<file path="config.mk">
export PLATFORM = sky130hd
export DESIGN_NAME = conv_loop_controller_flat
export DESIGN_NICKNAME = d
export VERILOG_FILES = /design/src/rtl/conv_loop_controller_if.sv /design/src/rtl/conv_loop_controller.sv /design/src/flat_wrapper.sv
export SDC_FILE = /design/constraint.sdc
export NUM_CORES = 1
export LEC_CHECK = 0
export CORE_AREA = 2 2 69 104
export CTS_BUF_LIST = sky130_fd_sc_hd__clkbuf_4
export DETAILED_ROUTE_END_ITERATION = 8
export DIE_AREA = 0 0 71 106
export PLACE_DENSITY = 0.78
export REMOVE_ABC_BUFFERS = 1
export SLEW_MARGIN = 10
export SYNTH_ARGS = -nofsm -noshare
export SYNTH_HDL_FRONTEND = slang
export SYNTH_SLANG_ARGS = --single-unit
</file>
<file path="constraint.sdc">
create_clock -name clk -period 2.4 [get_ports clk]
set_input_delay 0.72 -clock clk [delete_from_list [all_inputs] [get_ports clk]]
set_output_delay 0.72 -clock clk [all_outputs]
set_load 0.005 [all_outputs]
</file>
<file path="src/rtl/conv_loop_controller_if.sv">
// -----------------------------------------------------------------------------
// conv_loop_controller_if
// Groups the feeder handshake, the MAC qualifiers and the result-coordinate
// bus of the convolution loop controller.
//   valid        feeder -> ctrl  operands for the current step are available
//   ready        ctrl -> feeder  controller accepts a step (beat = valid & ready)
//   mac_en       beat accepted this cycle
//   mac_first    beat is the first step of an output (clear accumulator)
//   mac_last     beat is the last step of an output
//   cur_kx/ky    kernel position of the current step
//   cur_ci       input channel of the current step
//   output_valid one-cycle pulse, MAC result valid
//   output_x/y   pixel coordinates of the result
//   output_ch    output channel of the result
// Modports: master = controller side, slave = feeder/MAC/writer side.
// -----------------------------------------------------------------------------
interface conv_loop_controller_if #(
   parameter int FEATURE_MAP_WIDTH  = 128,
   parameter int FEATURE_MAP_HEIGHT = 128,
   parameter int INPUT_NB_CHANNELS  = 2,
   parameter int OUTPUT_NB_CHANNELS = 32,
   parameter int KERNEL_SIZE        = 3
);
   localparam int KW  = (KERNEL_SIZE        > 1) ? $clog2(KERNEL_SIZE)        : 1;
   localparam int CW  = (INPUT_NB_CHANNELS  > 1) ? $clog2(INPUT_NB_CHANNELS)  : 1;
   localparam int OCW = (OUTPUT_NB_CHANNELS > 1) ? $clog2(OUTPUT_NB_CHANNELS) : 1;
   localparam int XW  = (FEATURE_MAP_WIDTH  > 1) ? $clog2(FEATURE_MAP_WIDTH)  : 1;
   localparam int YW  = (FEATURE_MAP_HEIGHT > 1) ? $clog2(FEATURE_MAP_HEIGHT) : 1;

   logic           valid;
   logic           ready;
   logic           mac_en;
   logic           mac_first;
   logic           mac_last;
   logic [KW-1:0]  cur_kx;
   logic [KW-1:0]  cur_ky;
   logic [CW-1:0]  cur_ci;
   logic           output_valid;
   logic [XW-1:0]  output_x;
   logic [YW-1:0]  output_y;
   logic [OCW-1:0] output_ch;

   modport master (
      input  valid,
      output ready, mac_en, mac_first, mac_last,
      output cur_kx, cur_ky, cur_ci,
      output output_valid, output_x, output_y, output_ch
   );

   modport slave (
      output valid,
      input  ready, mac_en, mac_first, mac_last,
      input  cur_kx, cur_ky, cur_ci,
      input  output_valid, output_x, output_y, output_ch
   );
endinterface

</file>
<file path="src/rtl/conv_loop_controller.sv">
// -----------------------------------------------------------------------------
// conv_loop_controller
// Sequencing FSM for the convolution datapath. On start it walks every output
// pixel / output channel, pacing input beats with a valid/ready handshake, and
// issues MAC qualifiers. Result coordinates travel through a MAC_LATENCY-deep
// shift register so output_valid lines up with the MAC result.
// Ports:
//   clk               clock
//   arst_n            asynchronous active-low reset (aborts a layer at once)
//   start             begin a layer (sampled in IDLE only)
//   running           high from the first RUN cycle until the cycle after the
//                     final output_valid
//   perf_stall_cycles RUN cycles with valid low (0 unless the option is built)
//   ctl               conv_loop_controller_if.master handshake/qualifier bus
// Optional feature macro: CONV_CTRL_PERF_CNT_EN enables the stall counter.
// -----------------------------------------------------------------------------
module conv_loop_controller #(
   parameter int FEATURE_MAP_WIDTH  = 128,
   parameter int FEATURE_MAP_HEIGHT = 128,
   parameter int INPUT_NB_CHANNELS  = 2,
   parameter int OUTPUT_NB_CHANNELS = 32,
   parameter int KERNEL_SIZE        = 3,
   parameter int MAC_LATENCY        = 2
) (
   input  logic                          clk,
   input  logic                          arst_n,
   input  logic                          start,
   output logic                          running,
   output logic [31:0]                   perf_stall_cycles,
   conv_loop_controller_if.master        ctl
);
   localparam int KW  = (KERNEL_SIZE        > 1) ? $clog2(KERNEL_SIZE)        : 1;
   localparam int CW  = (INPUT_NB_CHANNELS  > 1) ? $clog2(INPUT_NB_CHANNELS)  : 1;
   localparam int OCW = (OUTPUT_NB_CHANNELS > 1) ? $clog2(OUTPUT_NB_CHANNELS) : 1;
   localparam int XW  = (FEATURE_MAP_WIDTH  > 1) ? $clog2(FEATURE_MAP_WIDTH)  : 1;
   localparam int YW  = (FEATURE_MAP_HEIGHT > 1) ? $clog2(FEATURE_MAP_HEIGHT) : 1;

   localparam logic [KW-1:0]  K_MAX  = KW'(KERNEL_SIZE - 1);
   localparam logic [CW-1:0]  CI_MAX = CW'(INPUT_NB_CHANNELS - 1);
   localparam logic [OCW-1:0] CO_MAX = OCW'(OUTPUT_NB_CHANNELS - 1);
   localparam logic [XW-1:0]  X_MAX  = XW'(FEATURE_MAP_WIDTH - 1);
   localparam logic [YW-1:0]  Y_MAX  = YW'(FEATURE_MAP_HEIGHT - 1);

   typedef enum logic [1:0] {S_IDLE, S_RUN, S_DRAIN} state_t;

   state_t           r_state;
   state_t           w_state_nxt;
   logic             r_running;
   logic             w_ready;
   logic             w_beat;
   logic             w_start_acc;
   logic             w_mac_first;
   logic             w_mac_last;
   logic             w_all_last;
   logic             w_drain_done;

   logic [KW-1:0]    r_kx;
   logic [KW-1:0]    r_ky;
   logic [CW-1:0]    r_ci;
   logic [OCW-1:0]   r_co;
   logic [XW-1:0]    r_x;
   logic [YW-1:0]    r_y;

   logic             w_kx_max, w_ky_max, w_ci_max, w_co_max, w_x_max, w_y_max;

   logic [MAC_LATENCY-1:0] r_vld_p;
   logic [MAC_LATENCY-1:0] w_pend;
   logic [XW-1:0]          r_x_p  [MAC_LATENCY];
   logic [YW-1:0]          r_y_p  [MAC_LATENCY];
   logic [OCW-1:0]         r_co_p [MAC_LATENCY];

   assign w_kx_max = (r_kx == K_MAX);
   assign w_ky_max = (r_ky == K_MAX);
   assign w_ci_max = (r_ci == CI_MAX);
   assign w_co_max = (r_co == CO_MAX);
   assign w_x_max  = (r_x  == X_MAX);
   assign w_y_max  = (r_y  == Y_MAX);

   // Layer is complete once the final result is at the pipeline output and
   // nothing else is still in flight behind it.
   always_comb begin
      w_pend                  = r_vld_p;
      w_pend[MAC_LATENCY-1]   = 1'b0;
      w_drain_done            = r_vld_p[MAC_LATENCY-1] && (w_pend == '0);
   end

   // ---------------- FSM state register ----------------
   always_ff @(posedge clk or negedge arst_n) begin
      if (!arst_n) begin
         r_state   <= S_IDLE;
         r_running <= 1'b0;
      end else begin
         r_state   <= w_state_nxt;
         r_running <= (w_state_nxt != S_IDLE);
      end
   end

   // ---------------- FSM next state / outputs ----------------
   always_comb begin
      w_state_nxt = r_state;
      w_ready     = 1'b0;
      w_start_acc = 1'b0;
      w_beat      = 1'b0;
      w_all_last  = w_kx_max && w_ky_max && w_ci_max && w_co_max && w_x_max && w_y_max;
      case (r_state)
         S_IDLE: begin
            if (start) begin
               w_start_acc = 1'b1;
               w_state_nxt = S_RUN;
            end
         end
         S_RUN: begin
            w_ready = 1'b1;
            w_beat  = ctl.valid;
            if (ctl.valid && w_all_last) begin
               w_state_nxt = S_DRAIN;
            end
         end
         S_DRAIN: begin
            if (w_drain_done) begin
               w_state_nxt = S_IDLE;
            end
         end
         default: w_state_nxt = S_IDLE;
      endcase
      w_mac_first = w_beat && (r_kx == '0) && (r_ky == '0) && (r_ci == '0);
      w_mac_last  = w_beat && w_kx_max && w_ky_max && w_ci_max;
   end

   // ---------------- loop-nest counters ----------------
   // Innermost first: kx, ky, ci, co, x, y. A level moves only when every
   // level inside it is at its maximum on this beat.
   always_ff @(posedge clk or negedge arst_n) begin
      if (!arst_n) begin
         r_kx <= '0;
         r_ky <= '0;
         r_ci <= '0;
         r_co <= '0;
         r_x  <= '0;
         r_y  <= '0;
      end else if (w_start_acc) begin
         r_kx <= '0;
         r_ky <= '0;
         r_ci <= '0;
         r_co <= '0;
         r_x  <= '0;
         r_y  <= '0;
      end else if (w_beat) begin
         r_kx <= w_kx_max ? '0 : r_kx + 1'b1;
         if (w_kx_max) begin
            r_ky <= w_ky_max ? '0 : r_ky + 1'b1;
            if (w_ky_max) begin
               r_ci <= w_ci_max ? '0 : r_ci + 1'b1;
               if (w_ci_max) begin
                  r_co <= w_co_max ? '0 : r_co + 1'b1;
                  if (w_co_max) begin
                     r_x <= w_x_max ? '0 : r_x + 1'b1;
                     if (w_x_max) begin
                        r_y <= w_y_max ? '0 : r_y + 1'b1;
                     end
                  end
               end
            end
         end
      end
   end

   // ---------------- result pipeline p0 .. p(MAC_LATENCY-1) ----------------
   always_ff @(posedge clk or negedge arst_n) begin
      if (!arst_n) begin
         r_vld_p <= '0;
         for (int i = 0; i < MAC_LATENCY; i++) begin
            r_x_p[i]  <= '0;
            r_y_p[i]  <= '0;
            r_co_p[i] <= '0;
         end
      end else begin
         r_vld_p[0] <= w_mac_last;
         r_x_p[0]   <= r_x;
         r_y_p[0]   <= r_y;
         r_co_p[0]  <= r_co;
         for (int i = 1; i < MAC_LATENCY; i++) begin
            r_vld_p[i] <= r_vld_p[i-1];
            r_x_p[i]   <= r_x_p[i-1];
            r_y_p[i]   <= r_y_p[i-1];
            r_co_p[i]  <= r_co_p[i-1];
         end
      end
   end

`ifdef CONV_CTRL_PERF_CNT_EN
   logic [31:0] r_stall_cnt;

   // Saturating count of RUN cycles in which the feeder had nothing to give.
   always_ff @(posedge clk or negedge arst_n) begin
      if (!arst_n) begin
         r_stall_cnt <= '0;
      end else if (w_start_acc) begin
         r_stall_cnt <= '0;
      end else if ((r_state == S_RUN) && !ctl.valid && (r_stall_cnt != '1)) begin
         r_stall_cnt <= r_stall_cnt + 32'd1;
      end
   end

   assign perf_stall_cycles = r_stall_cnt;
`else
   assign perf_stall_cycles = 32'd0;
`endif

   assign running          = r_running;
   assign ctl.ready        = w_ready;
   assign ctl.mac_en       = w_beat;
   assign ctl.mac_first    = w_mac_first;
   assign ctl.mac_last     = w_mac_last;
   assign ctl.cur_kx       = r_kx;
   assign ctl.cur_ky       = r_ky;
   assign ctl.cur_ci       = r_ci;
   assign ctl.output_valid = r_vld_p[MAC_LATENCY-1];
   assign ctl.output_x     = r_x_p[MAC_LATENCY-1];
   assign ctl.output_y     = r_y_p[MAC_LATENCY-1];
   assign ctl.output_ch    = r_co_p[MAC_LATENCY-1];

endmodule

</file>
<file path="src/flat_wrapper.sv">
// flat-port wrapper written by rule: the top's interface ports become plain ports
module conv_loop_controller_flat 
#(
   parameter int FEATURE_MAP_WIDTH  = 128,
   parameter int FEATURE_MAP_HEIGHT = 128,
   parameter int INPUT_NB_CHANNELS  = 2,
   parameter int OUTPUT_NB_CHANNELS = 32,
   parameter int KERNEL_SIZE        = 3,
   parameter int MAC_LATENCY        = 2
)
  (clk, arst_n, start, running, perf_stall_cycles, ctl_valid, ctl_ready, ctl_mac_en, ctl_mac_first, ctl_mac_last, ctl_cur_kx, ctl_cur_ky, ctl_cur_ci, ctl_output_valid, ctl_output_x, ctl_output_y, ctl_output_ch);
  conv_loop_controller_if #(.FEATURE_MAP_WIDTH(FEATURE_MAP_WIDTH), .FEATURE_MAP_HEIGHT(FEATURE_MAP_HEIGHT), .INPUT_NB_CHANNELS(INPUT_NB_CHANNELS), .OUTPUT_NB_CHANNELS(OUTPUT_NB_CHANNELS), .KERNEL_SIZE(KERNEL_SIZE)) ctl_i ();
  input  logic clk;
  input  logic arst_n;
  input  logic start;
  output logic running;
  output logic [31:0] perf_stall_cycles;
  input wire logic [$bits(ctl_i.valid)-1:0] ctl_valid;
  output wire logic [$bits(ctl_i.ready)-1:0] ctl_ready;
  output wire logic [$bits(ctl_i.mac_en)-1:0] ctl_mac_en;
  output wire logic [$bits(ctl_i.mac_first)-1:0] ctl_mac_first;
  output wire logic [$bits(ctl_i.mac_last)-1:0] ctl_mac_last;
  output wire logic [$bits(ctl_i.cur_kx)-1:0] ctl_cur_kx;
  output wire logic [$bits(ctl_i.cur_ky)-1:0] ctl_cur_ky;
  output wire logic [$bits(ctl_i.cur_ci)-1:0] ctl_cur_ci;
  output wire logic [$bits(ctl_i.output_valid)-1:0] ctl_output_valid;
  output wire logic [$bits(ctl_i.output_x)-1:0] ctl_output_x;
  output wire logic [$bits(ctl_i.output_y)-1:0] ctl_output_y;
  output wire logic [$bits(ctl_i.output_ch)-1:0] ctl_output_ch;
  assign ctl_i.valid = ctl_valid;
  assign ctl_ready = ctl_i.ready;
  assign ctl_mac_en = ctl_i.mac_en;
  assign ctl_mac_first = ctl_i.mac_first;
  assign ctl_mac_last = ctl_i.mac_last;
  assign ctl_cur_kx = ctl_i.cur_kx;
  assign ctl_cur_ky = ctl_i.cur_ky;
  assign ctl_cur_ci = ctl_i.cur_ci;
  assign ctl_output_valid = ctl_i.output_valid;
  assign ctl_output_x = ctl_i.output_x;
  assign ctl_output_y = ctl_i.output_y;
  assign ctl_output_ch = ctl_i.output_ch;
  conv_loop_controller #(.FEATURE_MAP_WIDTH(FEATURE_MAP_WIDTH), .FEATURE_MAP_HEIGHT(FEATURE_MAP_HEIGHT), .INPUT_NB_CHANNELS(INPUT_NB_CHANNELS), .OUTPUT_NB_CHANNELS(OUTPUT_NB_CHANNELS), .KERNEL_SIZE(KERNEL_SIZE), .MAC_LATENCY(MAC_LATENCY)) u_core (.clk(clk), .arst_n(arst_n), .start(start), .running(running), .perf_stall_cycles(perf_stall_cycles), .ctl(ctl_i));
endmodule
</file>
# Word level (Yosys, flattened, before mapping)
# Cells that the tools add are included.
[totals]
regBits = 67
latchBits = 0
ram_bits = 0
mem_bits_ro = 0
input_bits = 4
memories = 0
[op_classes]
n_addsub = 6
multipliers = 0
div = 0
n_lt_le_gt_ge = 0
eq_ne = 7
shifts = 0
mux = 41
bitwise_logic = 2
reduce_logical = 28
[op_table]
columns = ["op", "count"]
rows = [
  ["$mux 7", 15],
  ["$mux 5", 6],
  ["$mux 2", 10],
  ["$add 7x1->7 const B", 2],
  ["$eq 7x7->1 const B", 2],
  ["$reduce_bool 2->1", 7],
  ["$logic_and 1x1->1", 13],
  ["$mux 1", 9],
  ["$eq 2x2->1 const B", 3],
  ["$logic_not 2->1", 3],
  ["$pmux 2 s3", 1],
  ["$reduce_and 6->1", 1],
  ["$add 5x1->5 const B", 1],
  ["$eq 5x5->1 const B", 1],
  ["$reduce_and 5->1", 1],
  ["$add 2x1->2 const B", 2],
  ["$reduce_and 4->1", 1],
  ["$reduce_and 3->1", 1],
  ["$eq 2x1->1 const B", 1],
  ["$not 1->1", 2],
  ["$reduce_and 2->1", 1],
  ["$add 1x1->1 const B", 1],
]

# Logic depth before layout (Yosys ltp)
# Gate-level depths: netlist (run 1).
[logic_depth]
word_depth = 10
ltp_mapped = 8

# Worst setup path before layout (run 1)
# Ideal clock, no wire load.
[synth_timing]
kind = "input to output"
from = "in ctl_valid"
to = "out ctl_mac_first"
arrival_ps = 1367
slack_ps = 313
cell_stages = 3
path_cell_list = "nand3b_4 -> or3_1 -> nor4_1"
[synth_via]
elab_chain_len = 4
[synth_rtl]
columns = ["item", "line_no", "rtl"]
rows = [
  ["start: declaration", "flat_wrapper.sv:18", "input wire logic [$bits(ctl_i.valid)-1:0] ctl_valid;"],
  ["$mux 1", "conv_loop_controller.sv:105", "case (r_state)"],
  ["$logic_and 1x1->1 (3 in series)", "conv_loop_controller.sv:126", "w_mac_first = w_beat && (r_kx == '0) && (r_ky == '0) && (r_ci == '0);"],
  ["end: declaration", "flat_wrapper.sv:21", "output wire logic [$bits(ctl_i.mac_first)-1:0] ctl_mac_first;"],
]
# Every way passes these cells.

# Worst setup path after layout (run 1)
# Ends and elaborated chain as after synthesis.

==> results of run 1 <==
metal layers:
layer | GRT usage (%) | wire [um] | vias to the layer above | part of all wire [%]
li1 | - | - | 896 | -
met1 | 16.8 | 2050 | 895 | 40
met2 | 23.3 | 2680 | 63 | 52
met3 | 4.17 | 239 | 15 | 4.6
met4 | 9.57 | 174 | 0 | 3.4
met5 | 0 | 0 | - | 0
kinds of logic after synthesis:
group | Yosys count | synth area share [%]
AOI/OAI and AO/OA | 34 | 7.53
xor gates and xnor gates | 4 | 1.20
adders and majority gates | 4 | 1.71
buffers and inverters | 62 | 14.8
DFF | 67 | 57.3
other | 1 | 0.128
and+or+nand+nor | 83 | 17.3
placed cells by master, fill, tap and decap left out, drive strengths merged, types with 3 or more instances in the layout:
master / n
a21oi: 11
conb: 32
clkinv: 3
buf: 23
nand2: 17
nor4: 5
clkdlybuf4s50: 28
ha: 4
nand3b: 4
nand4: 6
a31o: 3
o21ai: 7
nor2: 11
and3: 3
inv: 6
nand3: 13
or3: 5
clkbuf: 12
nor3: 5
or4: 3
dfrtp: 67
metrics by stage:
stage / util (%) / hold WS (ps) / setup TNS [ps]
finish: 50.4 / 305 / 0
global route: 50.4 / 316 / -4.13
CTS: 50.1 / 307 / -114
detailed placement: 48.1 / 335 / -4400
global placement: 48.1 / 332 / -4170
floorplan: - / 331 / 0
cell usage after synthesis, drive strengths merged (3+ instances only):
library cell | count | area (sq um)
nor4 | 5 | 31.3
inv | 6 | 22.5
nand2 | 17 | 63.8
or3 | 5 | 36.3
or4 | 3 | 22.5
nand3b | 4 | 42.5
dfrtp | 67 | 1680
buf | 53 | 399
nor3 | 5 | 25.0
nand3 | 13 | 70.1
nor2 | 11 | 41.3
ha | 4 | 50.1
a21oi | 11 | 58.8
clkbuf | 3 | 11.3
o21ai | 7 | 35.0
nand4 | 6 | 43.8
and3 | 3 | 18.8
a31o | 3 | 26.3
worst max path at each step:
stage	endpoint	slack (ps)	depth (start not counted)
finish	ctl_mac_first	40	5
global route	ctl_mac_first	-4	5
CTS	ctl_mac_first	-110	5
detailed placement	ctl_mac_first	-730	5
global placement	ctl_mac_first	-760	5
floorplan	u_core.r_y[2]$_DFFE_PN0P_	40	3
worst reg2reg max path, cell delays in order, from the launching register on:
cell and delay (ps):
dfrtp_1 440, ha_1 190, and3_1 160, ha_1 250, nand2_1 90, or3_1 430
buf_4 180, nor4_1 300, a31o_2 150
sequential cells by signal (all words and copies together), names as in the netlist:
name,cells
u_core.ctl.cur_ci,1
u_core.ctl.cur_kx,2
u_core.ctl.cur_ky,2
u_core.ctl.output_ch,5
u_core.ctl.output_x,7
u_core.ctl.output_y,7
u_core.r_co,5
u_core.r_co_p,5
u_core.r_state,2
u_core.r_vld_p,2
u_core.r_x,7
u_core.r_x_p,7
u_core.r_y,7
u_core.r_y_p,7
u_core.running,1
power breakdown:
part,leakage [uW],switching [uW],internal (uW)
combinational,0.000595,270,282
sequential,0.000915,39.6,1190
clock,0.0000769,383,338
total,0.00159,693,1810
timing repair:
item | CTS | global route
resized for setup | 9 | 5
setup buffers | 0 | 1
cloned | 0 | 0
setup endpoints to repair | 4 | 3
cell type report:
type                    instances  area (sq um)  area share [%]
clock buffers                  11          82.6            2.44
clock inverters                 4          52.6            1.55
inverters                       6          22.5           0.665
multi-input cells             157           956            28.2
flip-flops and latches         67          1680            49.5
well taps                      78          97.6            2.88
repair buffers                 55           498            14.7
==> impl_metrics.toml, run 1 <==
[timing]
hold_viol_final = 0
layout_min_cycle_time_ps = 2360
setup_viol = 0
setup_slack_ps = 38.7
drv_slew = 0
fin_skew_ps = 18.7
fmax_mhz = 423
fin_crit_sh_pct = 98.4

[worst_setup_path]
r2r_cells = 8
critPathTopFamily = "simple AND/OR/NAND/NOR gates"
rr_endpoint = "u_core.r_y[3]$_DFFE_PN0P_"
setup.worst_path.start_class = "primary input"
cp.arrival_ps = 1640
worstSetupPathType = "in2out"
max_stage_delay_ps = 350
critPathCaptureType = "primary output"
r2r_start = "u_core.r_co[0]$_DFFE_PN0P_"
reg2reg_slack_ps = 150
required_ps = 1680
timing.critical_path.from = "ctl_valid"
path_cells = "clkdlybuf4s15_2 > nand3b_4 > or3_4 > nor4_2 > clkbuf_2"
crit_buf_inv = 2
cpMaxStageDelayCell = "or3_4"
cp_max_fo = 2

[layout]
drive_above_1_share_pct = 20.0
diodes = 0
fillerInstances = 572
layout.nets = 304
layout.cells.non_filler = 378
post-route-cell-area_sq_um = 3390
syn_to_final_growth_pct = 15.7

[clocking]
clkSlewWorstSetupHoldPaths_ps = 100
cts.sinks = 67
clk_latency_ps = 410
clockRootBuffer = "clkbuf_4"
cts_buffers = 9
htree_levels = 3
clockBufferDepth = 2
holdBufCountCts = 0
cts_tree = "built"

[yosys]
yosysSeqAreaShare_pct = 57.3
async_reset_ff_share_pct = 100
synth-main-ff-cell = "dfrtp_1"
synth.distinct_cells = 46
synth_cells = 255
syn_area_sq_um = 2930
syn_area_per_cell_sq_um = 11.5
synth_edf_count = 0
ys.warnings.count = 0
ys_ff_latch = 67

[floorplanning]
die_w_um = 71
rows = 37
die_area_sq_um = 7530
core_sq_um = 6710
fp.dieH_um = 106
pin_count = 66
initial_core_util_pct = 43.6

[place]
place_area_sq_um = 3230
pre_cts_ws_ps = -730
portBuffers = 33
dp.cells = 362
gp_congestion = 0.860
post-dp-hpwl_mm = 3.57

[global_routing]
grt_usage_pct = 14.6
overflow = 0
antenna_found_initial = 0
grt_pass1_wl_mm = 8.47
grt_pass1_vias = 1777
grt_start_max_net_pins = 68

[drt]
vias = 1869
post-route-drc-count = 0
firstDrtPassIters = 4
wl_per_cell_um = 13.6
drt_iter0_drc = 69
final_antenna_net_count = 0
routed_wl_mm = 5.14
vias_per_cell = 4.94

[power_and_ir_drop]
p_leak_uw = 0.00159
vdd_ir_drop_max_v = 0.000421
power_uw = 2500
p_per_area_nw_per_um2 = 740

[run]
maxCapViolations = 0

[min_path]
hold_path.class = "in2async"

[status]
outcome = "finished clean"
No activity file was read; power rests on OpenSTA's default activity.
==> inputs of run 2 (changes only) <==
Clock period 2.4 ns to 3 ns, I/O delays scaled along.
==> impl_metrics.toml, run 2 (same netlist as run 1, synthesis figures left out) <==
[status]
outcome = "finished clean"

[drt]
post-route-drc-count = 0
final_antenna_net_count = 0
drt_iter0_drc = 86
vias = 1851
routed_wl_mm = 4.81
wl_per_cell_um = 13.1
vias_per_cell = 5.04
firstDrtPassIters = 4

[global_routing]
grt_use_met2_pct = 23.1
grt_start_max_net_pins = 68
grt_pass1_vias = 1757
met1_usage_pct = 15.6
top_usage_layer = "met2"
met3_usage_pct = 3.89
grt_usage_pct = 14.2
antenna_found_initial = 0
overflow = 0
grt_pass1_wl_mm = 8.18

[timing]
fin_skew_ps = 11.9
setup_slack_ps = 92.9
fin_crit_sh_pct = 96.9
fmax_mhz = 344
rsz0062_at_grt = "no"
drv_slew = 0
setup_viol = 0
hold_viol_final = 0
layout_min_cycle_time_ps = 2910

[clocking]
holdBufCountCts = 0
cts.sinks = 67
htree_levels = 3
clk_latency_ps = 410
cts_tree = "built"
clockBufferDepth = 2
clkSlewWorstSetupHoldPaths_ps = 90
clockRootBuffer = "clkbuf_4"
post_cts_buffers = 0
cts_buffers = 9

[worst_setup_path]
cp_max_fo = 7
cpMaxStageDelayCell = "clkdlybuf4s50_1"
cp_common_cell = "buf_4"
r2r_start = "u_core.r_co[0]$_DFFE_PN0P_"
path_cells = "clkdlybuf4s15_2 > nand3b_4 > buf_4 > inv_2 > buf_4 > clkdlybuf4s50_1"
path_depth = 6
cp.arrival_ps = 2010
r2r_cells = 7
max_stage_delay_ps = 490
critPathCaptureType = "primary output"
crit_buf_inv = 5
worstSetupPathType = "in2out"
reg2reg_slack_ps = 650
critPathTopFamily = "buffers and inverters"
setup.worst_path.start_class = "primary input"
required_ps = 2100
rr_endpoint = "u_core.r_x[0]$_DFFE_PN0P_"

[floorplanning]
rows = 37
die_area_sq_um = 7530
initial_core_util_pct = 43.6
core_sq_um = 6710
fp.dieH_um = 106
pin_count = 66
die_w_um = 71

[place]
place_area_sq_um = 3150
portBuffers = 33
gp_congestion = 0.848
dp.cells = 352
post-dp-hpwl_mm = 3.31
pre_cts_ws_ps = -478

[layout]
syn_to_final_growth_pct = 12.2
layout.cells.non_filler = 367
layout.nets = 293
multi_input_area_sq_um = 937
post-route-cell-area_sq_um = 3280
drive_above_1_share_pct = 15.2
final_common_cell = "dfrtp_1"
seq_area_sq_um = 1680
diodes = 0
mostFrequentLayoutCells = "dfrtp_1, conb_1, clkdlybuf4s50_1, nand2_1, nand3_1"
fillerInstances = 617

[min_path]
hold_path.class = "reg2reg"
hold_depth = 0
min_from = "u_core.r_y_p[11]$_DFF_PN0_"
worstHoldEndpoint = "u_core.ctl.output_y[4]$_DFF_PN0_"

[run]
maxCapViolations = 0

[power_and_ir_drop]
p_per_area_nw_per_um2 = 578
vdd_ir_drop_max_v = 0.000233
p_leak_uw = 0.00154
==> run 2: where the power goes <==
part,switching [uW],internal (uW)
registers,60.5,953
logic,164,175
clock network,300,243
==> run 2: worst max path at each step <==
stage                    from                   endpoint
finish              ctl_valid                 ctl_mac_en
global route        ctl_valid                 ctl_mac_en
CTS                 ctl_valid               ctl_mac_last
detailed placement  ctl_valid              ctl_mac_first
global placement    ctl_valid              ctl_mac_first
floorplan               start  u_core.r_y[2]$_DFFE_PN0P_
==> run 2: repair_timing <==
item,in CTS,in global routing
endpoints found under the setup margin,3,1
hold endpoints to repair,0,0
resized for setup,4,1
==> run 2: cell type report <==
cell class	instances	share of cell area, %
Sequential cell	67	51.1
Multi-Input combinational cell	157	28.6
Timing Repair Buffer	44	12.9
Tap cell	78	2.97
Clock buffer	9	2.06
Clock inverter	6	1.75
Inverter	6	0.686
==> run 2: metrics by stage <==
step,utilization [%],power (uW),TNS (ps),hold WS (ps)
final,48.9,1900,0,355
after floorplan,-,1170,0,331
after detailed placement,47.0,1380,-1030,335
after global placement,47.0,1370,-1080,332
after CTS,48.9,1920,0,357
after global routing,48.9,2000,0,363
==> run 2: metal layers <==
metal | up-vias | routed length, um
li1 | 870 | -
met1 | 891 | 1910
met2 | 72 | 2430
met3 | 18 | 244
met4 | 0 | 223
met5 | - | 0
==> inputs of run 3 (changes only) <==
==> constraint.sdc (replaced) <==
create_clock -name clk -period 3.6 [get_ports clk]
set_input_delay 0.54 -clock clk [delete_from_list [all_inputs] [get_ports clk]]
set_output_delay 0.54 -clock clk [all_outputs]
set_load 0.005 [all_outputs]
==> impl_metrics.toml, run 3 (same netlist as run 1, synthesis figures left out) <==
[power_and_ir_drop]
p_seq_share_pct = 54.4
vdd_ir_drop_max_v = 0.000207
pwr-share-comb_pct = 15.7
p_clk_share_pct = 29.9
sw_frac_of_total_pct = 28.3
p_per_area_nw_per_um2 = 490
p_leak_uw = 0.00148
p_int_uw = 1130
power_uw = 1580
p_switching_uw = 448

[global_routing]
grt_pass1_vias = 1824
grt_start_max_net_pins = 36
grt_pass1_wl_mm = 8.42
antenna_found_initial = 0
overflow = 0
grt_usage_pct = 14.7

[floorplanning]
core_sq_um = 6710
initial_core_util_pct = 43.6
fp.dieH_um = 106
pin_count = 66
die_w_um = 71
rows = 37
die_area_sq_um = 7530

[clocking]
post_cts_buffers = 0
cts_tree = "built"
cts_buffers = 9
clockBufferDepth = 2
post_cts_resized = 0
holdBufCountCts = 0
clkSlewWorstSetupHoldPaths_ps = 110
htree_levels = 3
cts.sinks = 67
clockRootBuffer = "clkbuf_4"
clk_latency_ps = 420

[layout]
layout.nets = 286
mostFrequentLayoutCells = "dfrtp_1, conb_1, clkdlybuf4s50_1, nand2_1, nand3_1"
diodes = 0
final_common_cell = "dfrtp_1"
final_util_pct = 48.1
drive_above_1_share_pct = 13.1
syn_to_final_growth_pct = 10.3
fillerInstances = 610

[worst_setup_path]
critPathCaptureType = "primary output"
cp_max_fo = 8
cp_common_cell = "clkdlybuf4s50_1"
required_ps = 3060
cp.arrival_ps = 2300
cpMaxStageDelayCell = "clkdlybuf4s50_1"
path_cells = "clkdlybuf4s50_1 > nand3b_4 > or3_1 > nor4_1 > clkdlybuf4s50_1"
worstSetupPathType = "in2out"
setup.worst_path.start_class = "primary input"
max_stage_delay_ps = 540

[timing]
max_slew.worst_pin.slew_ps = 802
setup_slack_ps = 758
setup_viol = 0
fin_tns_setup_ps = 0
fin_skew_ps = 9.04
layout_min_cycle_time_ps = 2840
fmax_mhz = 352
drv_slew = 0
rsz0062_at_grt = "no"
hold_viol_final = 0
slew_headroom_pct = 46.5
fin_crit_sh_pct = 78.9

[status]
outcome = "finished clean"

[drt]
final_antenna_net_count = 0
wl_per_cell_um = 14.0
post-route-drc-count = 0
vias_per_cell = 5.25
firstDrtPassIters = 5
drt_iter0_drc = 129
routed_wl_mm = 5.07
vias = 1895

[place]
portBuffers = 33
post-dp-hpwl_mm = 3.55
gp_congestion = 0.851
pre_cts_ws_ps = 757

[run]
maxCapViolations = 0

[min_path]
hold_path.class = "in2async"
run 3: changes by cell type in the layout (fill, tap and decap cells not counted):
cell / change
buf_12: -1
buf_4: -6
clkdlybuf4s15_2: -1
clkdlybuf4s50_1: +3
clkinv_2: -1
clkinv_4: +1
clkinvlp_4: +1
dlygate4sd2_1: -1
dlymetal6s2s_1: -1
run 3: final timing paths:
| check | from | endpoint | slack (ps) | cells after the start |
|---|---|---|---|---|
| worst max-delay path | ctl_valid | ctl_mac_first | 760 | 5 |
| worst min-delay path | arst_n | u_core.ctl.output_x[4]$_DFF_PN0_ | 190 | 1 |
| worst max register to register | u_core.r_co[1]$_DFFE_PN0P_ | u_core.r_y[6]$_DFFE_PN0P_ | 1210 | 7 |
| worst min register to register | u_core.r_y_p[12]$_DFF_PN0_ | u_core.ctl.output_y[5]$_DFF_PN0_ | 350 | 0 |
| max in group asynchronous | arst_n | u_core.r_y[5]$_DFFE_PN0P_ | 2660 | 2 |
| min in group clk | u_core.r_y_p[12]$_DFF_PN0_ | u_core.ctl.output_y[5]$_DFF_PN0_ | 350 | 0 |
run 3: area by class of cell:
type                       instances  area, sq um  area share, %
sequential                        67         1680           52.0
multi-input combinational        157          937           29.1
timing repair buffer              37          355           11.0
tap                               78         97.6           3.03
clock inverter                     7         68.8           2.13
clock buffer                       9         67.6           2.09
inverter                           6         22.5          0.698
run 3: metal layers:
metal  part of all wire [%]  vias to the layer above  GRT usage (%)
met5                      0                        -              0
met4                    3.7                        0           10.5
met3                    5.0                       16           3.89
met2                     54                       83           25.1
met1                     37                      937           15.3
li1                       -                      859              -
run 3: power by group through the flow:
stage	Clock (uW)	Combinational [uW]	Sequential [uW]
6_report	472	248	860
5_1_grt	517	273	872
4_1_cts	493	251	860
3_5_place_dp	0	249	875
3_3_place_gp	0	244	871
2_1_floorplan	0	116	860
run 3: per-stage QoR:
stage | hold WS, ps | area [sq um] | cells
floorplan | 244 | 2630 | 230
global placement | 332 | 3090 | 345
detailed placement | 335 | 3090 | 345
CTS | 200 | 3230 | 361
global route | 228 | 3230 | 361
finish | 189 | 3230 | 361
run 3: critical path, delay by kind of cell:
family,cells,cell delay [ps]
buf+inv,2,1080
simple gates,3,670
